### config.mk
export PLATFORM = sky130hd
export DESIGN_NAME = button_conditioner
export DESIGN_NICKNAME = d
export VERILOG_FILES = /design/src/rtl/button_conditioner.sv
export SDC_FILE = /design/constraint.sdc
export NUM_CORES = 1
export LEC_CHECK = 0
export CELL_PAD_IN_SITES_DETAIL_PLACEMENT = 0
export CELL_PAD_IN_SITES_GLOBAL_PLACEMENT = 1
export CORE_MARGIN = 1
export CORE_UTILIZATION = 42
export CTS_CLUSTER_DIAMETER = 60
export DETAILED_ROUTE_END_ITERATION = 16
export HOLD_SLACK_MARGIN = 0.12
export PLACE_DENSITY_LB_ADDON = 0.05
export SETUP_SLACK_MARGIN = 0.2
export SYNTH_ARGS = -nofsm -noshare
export SYNTH_HDL_FRONTEND = slang
export SYNTH_SLANG_ARGS = --single-unit
### constraint.sdc
create_clock -name clk -period 2.5 [get_ports clk]
set_clock_uncertainty 0.15 [all_clocks]
set_input_delay 0.25 -clock clk [delete_from_list [all_inputs] [get_ports clk]]
set_output_delay 0.25 -clock clk [all_outputs]
set_load 0.005 [all_outputs]
### src/rtl/button_conditioner.sv
// Multi-channel push-button conditioner: synchroniser, shared sample timer, two-way debounce,
// press/release strobes and optional auto-repeat (strobe ports carry a suffix because release/repeat are keywords).
module button_conditioner #(
    parameter int               WIDTH            = 4,
    parameter int               SYNC_STAGES      = 2,
    parameter int               SAMPLE_COUNT_MAX = 45000,
    parameter int               PULSE_COUNT_MAX  = 200,
    parameter logic [WIDTH-1:0] REPEAT_MASK      = '0,
    parameter int               REPEAT_DELAY     = 1000,
    parameter int               REPEAT_PERIOD    = 200
) (
    input  logic             clk,
    input  logic             rst,
    input  logic [WIDTH-1:0] in,
    output logic [WIDTH-1:0] level,
    output logic [WIDTH-1:0] press,
    output logic [WIDTH-1:0] release_strobe,
    output logic [WIDTH-1:0] repeat_strobe
);

    localparam int SW = (SAMPLE_COUNT_MAX > 1) ? $clog2(SAMPLE_COUNT_MAX) : 1;
    localparam int PW = (PULSE_COUNT_MAX > 1) ? $clog2(PULSE_COUNT_MAX) : 1;
    localparam int RW = (REPEAT_DELAY > 0) ? $clog2(REPEAT_DELAY + 1) : 1;

    localparam logic [SW-1:0] SAMPLE_LAST = SW'(SAMPLE_COUNT_MAX - 1);
    localparam logic [PW-1:0] DB_LAST     = PW'(PULSE_COUNT_MAX - 1);
    localparam logic [RW-1:0] RC_LAST     = RW'(REPEAT_DELAY - 1);
    localparam logic [RW-1:0] RC_RELOAD   = RW'(REPEAT_DELAY - REPEAT_PERIOD);

    generate
        if (WIDTH < 1 || SYNC_STAGES < 2 || SAMPLE_COUNT_MAX < 1 || PULSE_COUNT_MAX < 1 ||
            REPEAT_DELAY < 1 || REPEAT_PERIOD < 1 || REPEAT_PERIOD > REPEAT_DELAY) begin : g_bad_params
            $error("button_conditioner: illegal parameter combination");
        end
    endgenerate

    logic [WIDTH-1:0] sync_q [SYNC_STAGES];
    logic [WIDTH-1:0] s;
    logic [SW-1:0]    sample_cnt;
    logic             tick;

    always_ff @(posedge clk or posedge rst) begin
        if (rst) begin
            for (int k = 0; k < SYNC_STAGES; k++) sync_q[k] <= '0;
        end else begin
            sync_q[0] <= in;
            for (int k = 1; k < SYNC_STAGES; k++) sync_q[k] <= sync_q[k-1];
        end
    end

    assign s    = sync_q[SYNC_STAGES-1];
    assign tick = (sample_cnt == SAMPLE_LAST);

    always_ff @(posedge clk or posedge rst) begin
        if (rst)       sample_cnt <= '0;
        else if (tick) sample_cnt <= '0;
        else           sample_cnt <= sample_cnt + SW'(1);
    end

    for (genvar i = 0; i < WIDTH; i++) begin : g_ch
        logic [PW-1:0] db_q;
        logic          level_q;
        logic          level_n;
        logic          press_q;
        logic          release_q;

        // Level flips only on the tick that completes a full run of disagreeing samples.
        always_comb begin
            level_n = level_q;
            if (tick && (s[i] != level_q) && (db_q == DB_LAST)) level_n = s[i];
        end

        always_ff @(posedge clk or posedge rst) begin
            if (rst) begin
                db_q      <= '0;
                level_q   <= 1'b0;
                press_q   <= 1'b0;
                release_q <= 1'b0;
            end else begin
                if (tick) begin
                    if ((s[i] == level_q) || (db_q == DB_LAST)) db_q <= '0;
                    else                                        db_q <= db_q + PW'(1);
                end
                level_q   <= level_n;
                press_q   <= level_n & ~level_q;
                release_q <= ~level_n & level_q;
            end
        end

        assign level[i]          = level_q;
        assign press[i]          = press_q;
        assign release_strobe[i] = release_q;

        if (REPEAT_MASK[i]) begin : g_rep
            logic [RW-1:0] rc_q;
            logic          rep_q;

            // Suppressed on the tick that drops level so no strobe lands in the release cycle.
            always_ff @(posedge clk or posedge rst) begin
                if (rst) begin
                    rc_q  <= '0;
                    rep_q <= 1'b0;
                end else begin
                    rep_q <= tick && level_q && level_n && !press_q && (rc_q == RC_LAST);
                    if (!level_q || press_q) rc_q <= '0;
                    else if (tick)           rc_q <= (rc_q == RC_LAST) ? RC_RELOAD : rc_q + RW'(1);
                end
            end

            assign repeat_strobe[i] = rep_q;
        end else begin : g_no_rep
            assign repeat_strobe[i] = 1'b0;
        end
    end

endmodule

Word-level counts from Yosys, hierarchy flattened
Cells that the tools add are included.
{"block": "totals", "ram_bits": 0, "latch_bits": 0, "romBits": 0, "elab_cells": 74, "n_memories": 0, "inputBits": 6, "regBits": 68}
{"block": "op_classes", "muxes": 9, "mul": 0, "reduce_logical": 12, "bitwise_logic": 16, "order_cmp": 0, "div": 0, "n_addsub": 5, "n_shift": 0, "eq_ne": 13}
{"op": "8-bit by 1-bit adder with 8-bit output, second input constant", "count": 4}
{"op": "8-bit equality test, second input constant", "count": 4}
{"op": "8-bit 2-to-1 mux", "count": 4}
{"op": "16-bit by 1-bit adder with 16-bit output, second input constant", "count": 1}
{"op": "16-bit equality test, second input constant", "count": 1}
{"op": "16-bit 2-to-1 mux", "count": 1}
{"op": "1-bit bitwise AND", "count": 8}
{"op": "1-bit logical AND", "count": 8}
{"op": "1-bit NOT", "count": 8}
{"op": "1-bit equality test", "count": 4}
{"op": "1-bit logical OR", "count": 4}
{"op": "1-bit 2-to-1 mux", "count": 4}
{"op": "1-bit != test", "count": 4}

Logic depth before layout (Yosys ltp)
Gate-level depths: netlist of run 1.
{"block": "depth", "depth_word": 6, "depth_mapped": 7, "mapped_depth_nobuf": 5}

Least setup slack after synthesis of run 1
No wires, ideal clock.
{"block": "synth_path", "path_kind": "flip-flop to flip-flop", "start": "reg sample_cnt[3]", "end": "reg g_ch[3].db_q[3]", "stages_incl_launch_ff": 7, "n_path_buf": 2, "path_slack_ps": 82, "t_arrival_ps": 2176, "synth_period_minus_slack_ps": 2418, "t_required_ps": 2258, "cell_sequence": "dfrtp_1 or4b_4 or4_1 buf_2 or2_1 buf_6 o31ai_2"}
{"block": "synth_between", "elab_chain_cells": 1}
{"item": "start, declared", "line_no": "39", "text": "logic [SW-1:0] sample_cnt;"}
{"item": "start signal, assigned", "line_no": "57", "text": "else sample_cnt <= sample_cnt + SW'(1);"}
{"item": "16-bit equality test", "line_no": "52", "text": "assign tick = (sample_cnt == SAMPLE_LAST);"}
{"item": "end signal, assigned", "line_no": "82", "text": "else db_q <= db_q + PW'(1);"}
{"item": "end, declared", "line_no": "61", "text": "logic [PW-1:0] db_q;"}
Every way passes these cells.
A chain may end at the register's enable or synchronous reset.

Final worst setup path of run 1
{"block": "layout_path", "start": "reg sample_cnt[5]", "end": "reg g_ch[0].db_q[7]"}
{"block": "layout_between", "elab_chain_cells": 1}
{"item": "16-bit equality test", "line_no": "52"}
{"item": "end signal, assigned", "line_no": "82"}
{"item": "end, declared", "line_no": "61"}
Every way passes these cells.

==> results_dict.tcl, run 1 <==
set metrics [dict create \
    drc 0 \
    holdPathStages 1 \
    io_pins 22 \
    max-cap-violations 0 \
    yosysWarnings 0 \
    hold_viol_final 0 \
    htreeDepth 3 \
    drv_slew 0 \
    start_util_pct 43.5 \
    syn_inst 333 \
    critical-path-slowest-cell "or4b_4" \
    critPathLaunchType "flop" \
    worstPathMaxFanout 11 \
    async_reset_ff_share_pct 100 \
    layout-drive-gt1-share_pct 16.3 \
    antenna_found_initial 0 \
    path_class "flop to flop" \
    cts.sinks 68 \
    overflow 0 \
    power_per_cell_area_mw_per_mm2 566 \
    hold_start "in[3]" \
    ir_drop_v 0.000369 \
    slowest_delay_ns 0.56 \
    final-seq-area_mm2 0.00170 \
    die_w_um 91.5 \
    viasPerCell 5.46 \
    fin_crit_ns 2.29 \
    r2r_start "sample_cnt[5]" \
    portBuffers 17 \
    cts_buffer_depth 2 \
    setup_tns_ns 0 \
    grt_util_all_layers_pct 18.1 \
    grt_max_degree 25 \
    n_fill_cell 730 \
    design.core.area_mm2 0.00773 \
    drtIter0Drc 143 \
    mappedNetlistArea_mm2 0.00336 \
    clk_latency_ns 0.34 \
    synth_cell_type_count 46 \
    die_y_um 91.5 \
    area_delta_synth_final_pct 18.6 \
    first_global_vias 2447 \
    rsz0062_at_grt "yes" \
    die_area_mm2 0.00837 \
    r2r_end "g_ch[0].db_q[7]" \
    crit_chain "or4b_4 > or4_4 > buf_12 > or2_4 > o21ai_0" \
    reg2reg_slack_ns 0.21 \
    required_ns 2.61 \
    dp.final_hpwl_mm 4.80 \
    rr_worst_depth 5 \
    worst_slew_pin_slew_ns 0.496 \
    status "finished clean" \
    first_pass_iters 4 \
    ys_seq_area_share_pct 50.6 \
    worstPathArrival_ns 2.40 \
    layout_setup_ws_ns 0.210 \
    vias 2565 \
    end_kind "flop" \
    multiInputGateArea_mm2 0.00153 \
    insertedDiodeCount 0 \
    synth-main-ff-cell "dfrtp_1" \
    ys_ff_latch 68 \
    cts-root-buf "clkbuf_8" \
    slew_headroom_pct 66.5 \
    timing.final.crit_share_pct 91.6 \
    routedWlPerCell_um 14.6 \
    synth-edff-count 0 \
    p_leak_uw 0.00173 \
    fmax_mhz 437 \
    cts_tree "done" \
    hold_path.class "primary input to flop" \
    route.final.wire_length_mm 6.86 \
    ant_nets 0 \
    nNetsFinal 374 \
    pre_cts_ws_ns 0.126 \
    grt_pass1_wl_mm 11.8 \
    clk_pin_slew_worst_paths_ns 0.08 \
    syn_area_per_cell_um2 10.1 \
    worst_hold_path.endpoint "sync_q[7]" \
    gp_congestion 0.740 \
    cts_buffers 9 \
    rows 32 \
    setup_viol 0 \
]
[cell usage in the layout (no fill, tap or decap), types with 6 or more instances in the layout]
cell | synthesis | final
nand3_1 | 18 | 18
nand2_1 | 31 | 31
buf_4 | 16 | 22
nor4_1 | 9 | 7
nand4_1 | 13 | 13
nor2_1 | 16 | 16
xnor2_1 | 8 | 8
clkdlybuf4s50_1 | 0 | 17
o21ai_0 | 31 | 31
a2bb2oi_1 | 9 | 9
dfrtp_1 | 68 | 68
xor2_1 | 7 | 7
a21o_1 | 6 | 6
and3_1 | 8 | 8
a21oi_1 | 6 | 6
inv_1 | 7 | 6
clkbuf_8 | 0 | 9
or3_1 | 10 | 10
[Yosys cell counts, types with 3 or more instances]
cell       instances  area share, %
a21o_1             6            1.3
dfrtp_1           68             51
xor2_1             7            1.8
nand4_1           13            2.4
buf_2              3           0.45
nor3_1             5           0.74
nor2_1            16            1.8
a21oi_1            6           0.89
nor4_1             9            1.7
ha_1               5            1.9
xnor2_1            8            2.1
mux2_2             5            1.7
clkbuf_1           5           0.56
nor4b_1            4            1.0
o31ai_2            3            1.1
and3_1             8            1.5
or3_1             10            1.9
o21ai_0           31            4.6
a2bb2oi_1          9            2.3
or2_1              3           0.56
o21ai_1            3           0.45
buf_4             16            3.6
nor3b_1            5            1.1
inv_1              7           0.78
and4b_1            3           0.89
nand3_1           18            2.7
nand2_1           31            3.5
[flip-flops by register name, summed over array words and instances, names as in the netlist]
signal,flops
g_ch.db_q,32
sample_cnt,16
g_ch.level_q,4
g_ch.press_q,4
g_ch.release_q,4
s,4
sync_q,4
[repair_timing]
| action | in CTS | in global routing |
|---|---|---|
| endpoints found under the setup margin | 11 | 13 |
| setup buffers | 5 | 0 |
| hold endpoints to repair | 9 | 0 |
| hold buffers | 1 | 0 |
| resized for setup | 2 | 4 |
[logic make-up after synthesis]
group | synth area share, %
buffers and inverters | 5.69
AND/OR/NAND/NOR | 22.8
XOR/XNOR | 3.90
AO/OA/AOI/OAI | 13.4
adder cells (fa/ha/maj) | 1.86
other | 0.111
flip-flops | 50.6
multiplexers | 1.67
[stage by stage]
step | area [um2] | hold WS, ns | utilization [%] | std cells | total power [uW]
floorplan | 3390 | 0.131 | - | 336 | 1170
global placement | 3670 | 0.183 | 47.5 | 448 | 1190
detailed placement | 3670 | 0.189 | 47.5 | 448 | 1190
CTS | 3960 | 0.179 | 51.3 | 470 | 2290
global route | 3990 | 0.182 | 51.6 | 470 | 2340
finish | 3990 | 0.195 | 51.6 | 470 | 2260
[worst max path at each step]
stage	startpoint	end	cells after the start
final	sample_cnt[5]	g_ch[0].db_q[7]	5
after global routing	sample_cnt[5]	g_ch[0].db_q[2]	5
after CTS	sample_cnt[5]	g_ch[0].db_q[2]	5
after detailed placement	sample_cnt[5]	g_ch[0].db_q[2]	5
after global placement	sample_cnt[5]	g_ch[0].db_q[7]	5
after floorplan	sample_cnt[3]	g_ch[3].db_q[3]	6
[worst max-delay path, delay by kind of cell (launching register included)]
kind	cells	cell delay [ns]
simple gates	3	1.35
flops	1	0.38
buf+inv	1	0.18
compound gates	1	0.15
[per-layer routing]
layer	part of all wire (%)	track usage, %	up-vias
li1	-	-	1257
met1	48	24.3	1267
met2	48	28.8	32
met3	2.3	3.10	9
met5	0	0	-
met4	1.5	7.54	0
[layout make-up]
| cell class | count | share of cell area (%) |
|---|---|---|
| Sequential cell | 68 | 42.7 |
| Multi-Input combinational cell | 236 | 38.3 |
| Timing Repair Buffer | 41 | 9.16 |
| Clock buffer | 10 | 3.20 |
| Tap cell | 102 | 3.20 |
| Clock inverter | 6 | 2.82 |
| Inverter | 7 | 0.659 |
[power breakdown]
part	internal (uW)	total, uW	switching [uW]
clock	663	1090	424
combinational	24.0	60.9	36.9
sequential	1110	1110	4.63
total	1790	2260	466
No activity file was read; power rests on OpenSTA's default activity.
==> run 2: changes to the inputs <==
ABC_AREA = 0   (was default)
==> results of run 2 <==
Same layout as run 1: the final DEF is identical, and so are final timing and power.
==> run 3: changes to the inputs <==
CORE_MARGIN = 5   (was 1)
==> run 3 against run 2 <==
Effect of this change: setup slack improved by 0.016 ns; clock power is 27% lower; routed wire length up 4.0%; maximum frequency up 0.72%; cell area is 2.9% higher; critical path type unchanged; largest cell class unchanged.
==> results_dict.tcl, run 3 (synthesized netlist as in run 1, its figures left out) <==
set metrics [dict create \
    start_util_pct 43.3 \
    rows 32 \
    reg_top3 "g_ch.db_q (32), sample_cnt (16)" \
    drc 0 \
    setup_viol 0 \
    cts-root-buf "clkbuf_8" \
    die_w_um 99.5 \
    gp_congestion 0.781 \
    cts_tree "done" \
    clk_latency_ns 0.34 \
    place_area_mm2 0.00367 \
    timing.final.crit_share_pct 90.9 \
    clk_pin_slew_worst_paths_ns 0.07 \
    dp.cells 446 \
    layout-drive-gt1-share_pct 21.7 \
    grt_max_degree 32 \
    grt_pass1_wl_mm 11.7 \
    overflow 0 \
    setup_tns_ns 0 \
    slowest_delay_ns 0.55 \
    io_pins 22 \
    ant_nets 0 \
    critPathTopFamily "simple AND/OR/NAND/NOR gates" \
    dp.final_hpwl_mm 4.64 \
    cts.sinks 68 \
    worstPathArrival_ns 2.39 \
    power_per_cell_area_mw_per_mm2 480 \
    die_area_mm2 0.00990 \
    ir_drop_v 0.000241 \
    rsz0062_at_grt "yes" \
    worst_slew_pin_slew_ns 0.512 \
    status "finished clean" \
    worstPathMaxFanout 7 \
    critPathLaunchType "flop" \
    grt_util_met1_pct 19.5 \
    nNetsFinal 379 \
    required_ns 2.62 \
    first_pass_iters 5 \
    die_y_um 99.5 \
    first_global_vias 2446 \
    grt_util_met3_pct 4.28 \
    grt.met2_usage_pct 23.5 \
    largest_register_ffs 32 \
    max-cap-violations 0 \
    viasPerCell 5.37 \
    drv_slew 0 \
    layout_setup_ws_ns 0.227 \
    htreeDepth 3 \
    route.final.wire_length_mm 7.13 \
    final_cell_mix "dfrtp_1, nand2_1, o21ai_0" \
    hold_path.class "primary input to async pin" \
    cts_buffer_depth 2 \
    n_fill_cell 731 \
    portBuffers 17 \
    critical-path-slowest-cell "or4b_4" \
    critical_path_buf_inv_count 1 \
    antenna_found_initial 0 \
    end_kind "flop" \
    hold_viol_final 0 \
    cts_buffers 9 \
    slew_headroom_pct 65.8 \
    design.core.area_mm2 0.00777 \
    final_common_cell "dfrtp_1" \
    routedWlPerCell_um 15.0 \
    fin_cells 475 \
    crit_chain "or4b_4 > or4_4 > buf_12 > or2_4 > o21ai_1" \
    drtIter0Drc 55 \
    path_class "flop to flop" \
    timing.hold.ws_ns 0.119 \
    grt_util_all_layers_pct 14.7 \
    top_usage_layer "met2" \
    fin_area_mm2 0.00410 \
    fin_crit_ns 2.27 \
    regMostFlops "g_ch.db_q" \
    fmax_mhz 440 \
    vias 2552 \
    area_delta_synth_final_pct 21.9 \
    pre_cts_ws_ns 0.103 \
    insertedDiodeCount 0 \
    p_leak_uw 0.00179 \
]
run 3: cell count changes in the layout (fill, tap and decap cells not counted), moves of 3 or more:
cell and delta:
o21ai_0 -7, buf_6 +5, a2bb2oi_1 -4, a2bb2oi_2 +4, clkinv_2 +4, o21ai_1 +4
a21oi_1 -3, a21oi_2 +3, buf_4 -3, bufinv_16 -3, o21ai_2 +3
run 3: final timing paths:
kind / start / end / slack (ns) / cells after the start
max in group asynchronous: rst / sample_cnt[12] / 1.48 / 3
setup reg to reg: sample_cnt[5] / g_ch[0].db_q[7] / 0.23 / 5
hold / removal: rst / g_ch[1].db_q[4] / 0.12 / 2
hold reg to reg: sync_q[4] / s[0] / 0.20 / 0
setup / recovery: sample_cnt[5] / g_ch[0].db_q[7] / 0.23 / 5
min in group clk: in[0] / sync_q[4] / 0.20 / 1
run 3: final cells by class:
cell class              instances  area (um2)  area share, %
clock buffers                  11         141           3.45
clock inverters                 5        27.5          0.671
inverters                       7        26.3          0.640
multi-input cells             236        1610           39.2
flip-flops and latches         68        1700           41.5
well taps                     102         128           3.11
repair buffers                 46         472           11.5
run 3: metrics by stage:
| stage | total power (uW) | utilization [%] |
|---|---|---|
| after global placement | 1190 | 47.2 |
| after detailed placement | 1190 | 47.2 |
| after floorplan | 1170 | - |
| after global routing | 2050 | 52.8 |
| final | 1970 | 52.8 |
| after CTS | 1990 | 51.3 |
run 3: what timing repair did:
| item | 4_1_cts | 5_1_grt |
|---|---|---|
| hold buffers | 0 | 0 |
| cloned | 1 | 0 |
| setup buffers | 8 | 4 |
| pin swaps | 13 | 6 |
| setup endpoints to repair | 11 | 36 |
| gates resized for setup | 21 | 16 |
run 3: metal layers:
metal  vias up  part of all wire, %
li1       1269                    -
met1      1257                   47
met2        24                   50
met3         2                  2.5
met4         0                 0.43
met5         -                    0
run 3: power breakdown:
| group | switching (uW) | internal (uW) | total, uW |
|---|---|---|---|
| Sequential | 4.41 | 1110 | 1110 |
| Combinational | 37.6 | 24.3 | 61.9 |
| Clock | 416 | 381 | 796 |
| Total | 458 | 1510 | 1970 |
